<file path="config.mk">
export PLATFORM = sky130hd
export DESIGN_NAME = result_fifo
export DESIGN_NICKNAME = d
export VERILOG_FILES = /design/src/rtl/result_fifo.sv
export SDC_FILE = /design/constraint.sdc
export NUM_CORES = 1
export LEC_CHECK = 0
export BUFFER_PORTS_ARGS = -buffer_cell sky130_fd_sc_hd__buf_2
export CAP_MARGIN = 30
export CORE_ASPECT_RATIO = 0.6
export CORE_MARGIN = 3
export CORE_UTILIZATION = 55
export CTS_BUF_LIST = sky130_fd_sc_hd__clkbuf_4 sky130_fd_sc_hd__clkbuf_8
export CTS_CLUSTER_DIAMETER = 60
export DETAILED_ROUTE_END_ITERATION = 8
export MAX_ROUTING_LAYER = met4
export PLACE_DENSITY = 0.76
export SKIP_CTS_REPAIR_TIMING = 1
export SYNTH_ARGS = -nofsm -noshare
export SYNTH_HDL_FRONTEND = slang
export SYNTH_SLANG_ARGS = --single-unit
</file>
<file path="constraint.sdc">
create_clock -name clk -period 12.9 [get_ports clk]
set_input_delay 1.935 -clock clk [delete_from_list [all_inputs] [get_ports clk]]
set_output_delay 1.935 -clock clk [all_outputs]
set_load 0.005 [all_outputs]
</file>
<file path="src/rtl/result_fifo.sv">
// rtl/result_fifo.sv - first-word-fall-through result buffer with sticky overflow flag
module result_fifo #(
   parameter int WIDTH = 32,
   parameter int DEPTH = 4,
   localparam int AW = $clog2(DEPTH)
) (
   input  logic             clk,
   input  logic             rst,
   input  logic             wr_en,
   input  logic [WIDTH-1:0] wr_data,
   output logic             wr_full,
   output logic             rd_valid,
   input  logic             rd_ready,
   output logic [WIDTH-1:0] rd_data,
   output logic [AW:0]      count,
   output logic             overflow,
   input  logic             ovf_clr
);

   localparam logic [AW:0] FULL_COUNT = (AW+1)'(DEPTH);

   logic [WIDTH-1:0] mem [DEPTH];
   logic [AW-1:0]    wr_ptr;
   logic [AW-1:0]    rd_ptr;
   logic             push;
   logic             pop;

   assign wr_full  = (count == FULL_COUNT);
   assign rd_valid = (count != '0);
   assign rd_data  = rd_valid ? mem[rd_ptr] : '0;

   // Fullness is judged on the pre-edge count, so a same-cycle pop never rescues a push.
   assign push = wr_en & ~wr_full;
   assign pop  = rd_valid & rd_ready;

   always_ff @(posedge clk or posedge rst) begin
      if (rst) begin
         for (int i = 0; i < DEPTH; i++) begin
            mem[i] <= '0;
         end
         wr_ptr   <= '0;
         rd_ptr   <= '0;
         count    <= '0;
         overflow <= 1'b0;
      end else begin
         if (push) begin
            mem[wr_ptr] <= wr_data;
            wr_ptr      <= wr_ptr + AW'(1);
         end
         if (pop) begin
            rd_ptr <= rd_ptr + AW'(1);
         end
         if (push && !pop) begin
            count <= count + (AW+1)'(1);
         end else if (pop && !push) begin
            count <= count - (AW+1)'(1);
         end
         // A new drop outranks a clear in the same cycle.
         if (wr_en && wr_full) begin
            overflow <= 1'b1;
         end else if (ovf_clr) begin
            overflow <= 1'b0;
         end
      end
   end

endmodule

</file>
# Word-level counts from Yosys, hierarchy flattened
# Index checks and enable logic that the tools add are counted.
# word_totals
register_bits,136
latchBits,0
mem_bits_rw,0
mem_bits_ro,0
inputBits,37
output_inout_bits,38
word_cells,41
mem_count,0
# classes
add_sub_neg,4
n_mul,0
div_mod_pow,0
n_lt_le_gt_ge,3
n_eq_ne,1
shifts,0
muxes,11
bitwise,5
reduce_logical,9
# ops
op,count
bitwise mux 128 bit,1
two-way mux 32 bit,4
binary-select mux 32 bit (select 2 bit),1
demux 32 bit (select 2 bit),1
greater-or-equal comparator 3 bit (second input constant),2
two-way mux 3 bit,2
NOT 2 -> 3 bit,2
adder 2 x 1 -> 2 bit (second input constant),2
logical AND 1 bit,4
nonzero test 2 bit,2
adder 3 x 1 -> 3 bit (second input constant),1
equality test 3 bit (second input constant),1
< comparator 3 x 1 -> 1 bit (second input constant),1
nonzero test 3 bit,1
subtractor 3 x 1 -> 3 bit (second input constant),1
bitwise AND 1 bit,2
logical NOT 1 bit,2
two-way mux 1 bit,2
NOT 1 bit,1

# Longest topological paths before layout
# depth
ltp_word,7
depth_mapped,9
depth_no_buf,8

# Worst setup path after synthesis
# Ideal clock, no wire load.
# synth_timing
kind,flip-flop to output port
start,register rd_ptr[0]
end,output port rd_data[0]
arrival_ns,1.474
required_ns,10.965
slack_ns,9.491
stages_incl_launch_ff,5
path_cell_list,dfrtp_1 buf_2 buf_2 mux4_2 and2_1
# synth_between
elab_chain_cells,5
# synth_rtl
item,line,rtl
from (decl),24,logic [AW-1:0] rd_ptr;
from (signal assigned),51,rd_ptr <= rd_ptr + AW'(1);
NOT 2 -> 3 bit (implied by the code),30,assign rd_data = rd_valid ? mem[rd_ptr] : '0;
binary-select mux 32 bit (select 2 bit),30,
two-way mux 32 bit (implied by the code) (2 in series),30,
two-way mux 32 bit,30,
to (decl),14,"output logic [WIDTH-1:0] rd_data,"
# No other way between the ends. The select of a mux whose other input is x is not followed.

# Final worst setup path
# layout_timing
start,register rd_ptr[0]
end,output port rd_data[6]
# The elaborated chain is that of the path after synthesis.

==> impl_metrics.yaml <==
run_status:
  status: "completed"
synth:
  seq_area_frac_synth_pct: 54.6
  yosys-top-cells-area: "dfrtp_1 (55%), mux2_2 (23%), mux4_2 (12%)"
  syn_area_sq_um: 6240
  syn_area_per_cell_sq_um: 16.1
  yosys.area.top_type: "dfrtp_1"
  ys.warnings.count: 0
  syn_inst: 387
  ys_seq_elements: 136
  syn_nets: 430
  synthDistinctLibCells: 19
  synth_top_area_share_pct: 54.6
run:
  drv_cap: 0
routing:
  routed_wl_mm: 12.0
  drtAntennaViolNets: 0
  via_per_inst: 5.63
  drt_iter0_markers: 131
  drc_errors: 0
  avgRoutedWirePerCell_um: 19.5
  firstDrtPassIters: 5
  vias: 3455
power:
  p_int_mw: 1.36
  power_mw: 1.96
  p_per_area_nw_per_um2: 277
  switchingPower_uw: 604
  swShare_pct: 30.8
  pwr-share-comb_pct: 43.7
  ir_drop_mv: 0.143
  leakage_nw: 3.06
  power_frac_seq_pct: 39.2
  clkPwrFrac_pct: 17.2
worst_setup_path:
  crit_type: "flop to primary output"
  path_buf_inv: 2
  crit_fanout: 27
  cp-end-kind: "primary output"
  cpLargestDelayFamily: "buffers and inverters"
  critPathSlowestCell: "mux4_2"
  crit_start: "rd_ptr[0]"
  r2r_start: "count[1]"
  critPathLaunchType: "flop"
  cp_data_arrival_time_ns: 2.38
  path_cells: "buf_4 > mux4_2 > and2_1 > buf_2"
  required_ns: 10.97
  cpPeakStageDelay_ns: 0.60
worst_hold_path:
  hold_class: "flop to flop"
  hp-start: "mem[20]"
timing:
  slew_headroom_pct: 38.4
  setup-violations-final: 0
  hold_viol: 0
  tightest_slew_ns: 0.925
  min_period_ns: 4.31
  tns_ns: 0
  finalClockSkew_ns: 0.0117
  holdWs_ns: 0.503
  period_share_pct: 33.4
  fmax_ghz: 0.232
  maxSlewViolCount: 0
  grt_setup_unrepaired: "no"
layout:
  drive_gt1_share_pct: 59.6
  fin_area_sq_um: 7090
  fin_cells: 614
  layout_common_cells: "dfrtp_1 (135), mux2_2 (130), buf_2 (74)"
  syn_to_final_growth_pct: 13.7
  num_antenna_cells: 0
  final_common_cell: "dfrtp_1"
  final_nets: 506
place:
  io_buffers: 74
  dp.cells: 583
  hpwlAfterDp_mm: 7.58
  routabilityCongestion: 0.721
  placedInstanceArea_sq_um: 6710
floorplanning:
  design.core.area_sq_um: 10800
  die_area_sq_um: 12700
  io_pins: 75
  initial_core_util_pct: 57.7
  die_height_um: 88.5
  die_w_um: 143
  rows: 29
global_routing:
  grt_usage_pct: 21.1
  grt_start_max_net_pins: 75
  grt_antenna_before_repair: 0
  grt_pass1_vias: 3722
  grt_pass1_wl_mm: 19.6
  grt_overflow: 0
clock_network:
  clk_path_buf_depth: 2
  numCtsBuffers: 17
  cts_sinks: 136
  worstSkewPairLatency_ns: 0.44
  cts_root_buf: "clkbuf_8"
  cts_tree: "built"
  clk_pin_slew_ns: 0.07
  h-tree-depth: 4
-- cell type report --
| type | instances | area (sq um) |
|---|---|---|
| clock buffers | 23 | 310 |
| clock inverters | 8 | 70.1 |
| fillers | 787 | 3720 |
| inverters | 5 | 21.3 |
| multi-input cells | 222 | 2630 |
| flip-flops and latches | 136 | 3400 |
| well taps | 139 | 174 |
| repair buffers | 81 | 480 |
-- synth_stat cells, drive strengths merged --
library cell / n
ha: 5
and2b: 1
o21ai: 1
fa: 1
dfrtp: 136
nor3b: 1
nand3: 1
nor2: 5
or3: 1
mux2: 130
clkbuf: 20
inv: 5
xnor2: 4
xor2: 2
buf: 4
nand2: 6
and2: 32
mux4: 32
-- path summary, 6_finish.rpt --
kind,to,slack (ns),depth (start not counted)
worst min register to register,mem[20],0.50,1
min in group asynchronous,mem[99],1.63,2
worst min-delay path,mem[20],0.50,1
max in group asynchronous,rd_ptr[0],9.80,3
worst max register to register,count[2],10.25,8
worst max-delay path,rd_data[6],8.59,4
-- kinds of logic after synthesis --
logic type | after synthesis | synth area share [%]
muxes | 162 | 35.0
DFF | 136 | 54.6
and+or+nand+nor | 47 | 4.41
buffers and inverters | 29 | 3.75
xor gates and xnor gates | 6 | 0.843
adders and majority gates | 6 | 1.32
AOI/OAI and AO/OA | 1 | 0.0802
-- power by group through the flow --
| stage | Combinational, mW | Sequential (mW) | Clock [mW] |
|---|---|---|---|
| CTS | 0.870 | 0.769 | 0.344 |
| global route | 0.935 | 0.798 | 0.363 |
| finish | 0.857 | 0.768 | 0.337 |
| detailed placement | 0.868 | 0.776 | 0 |
| global placement | 0.827 | 0.763 | 0 |
| floorplan | 0.655 | 0.727 | 0 |
-- through the flow --
step           util (%)  setup slack [ns]
3_3_place_gp       61.2              9.01
4_1_cts            65.6              8.50
5_1_grt            65.6              8.36
3_5_place_dp       62.1              9.00
6_report           65.6              8.59
2_1_floorplan         -              7.33
-- worst register-to-register path, cell delays in order, from the launching register on --
cell and delay [ns]:
dfrtp_1 0.44, or3_2 0.80, nand2_1 0.27, ha_1 0.21, inv_1 0.06, fa_1 0.37
xor2_1 0.17, nor2_1 0.11, xor2_1 0.15
-- sequential cells by signal (all words and copies together), names as in the netlist --
register	flops
overflow	1
mem	128
wr_ptr	2
count	3
rd_ptr	2
-- metal layers --
layer  vias up  track usage, %  part of all wire (%)
met5         -               -                     0
met4         0            4.36                  0.37
met3         4            6.43                   4.4
met2        77            32.4                    46
met1      1828            28.5                    49
li1       1546               -                     -
(Power assumes the default switching activity.)
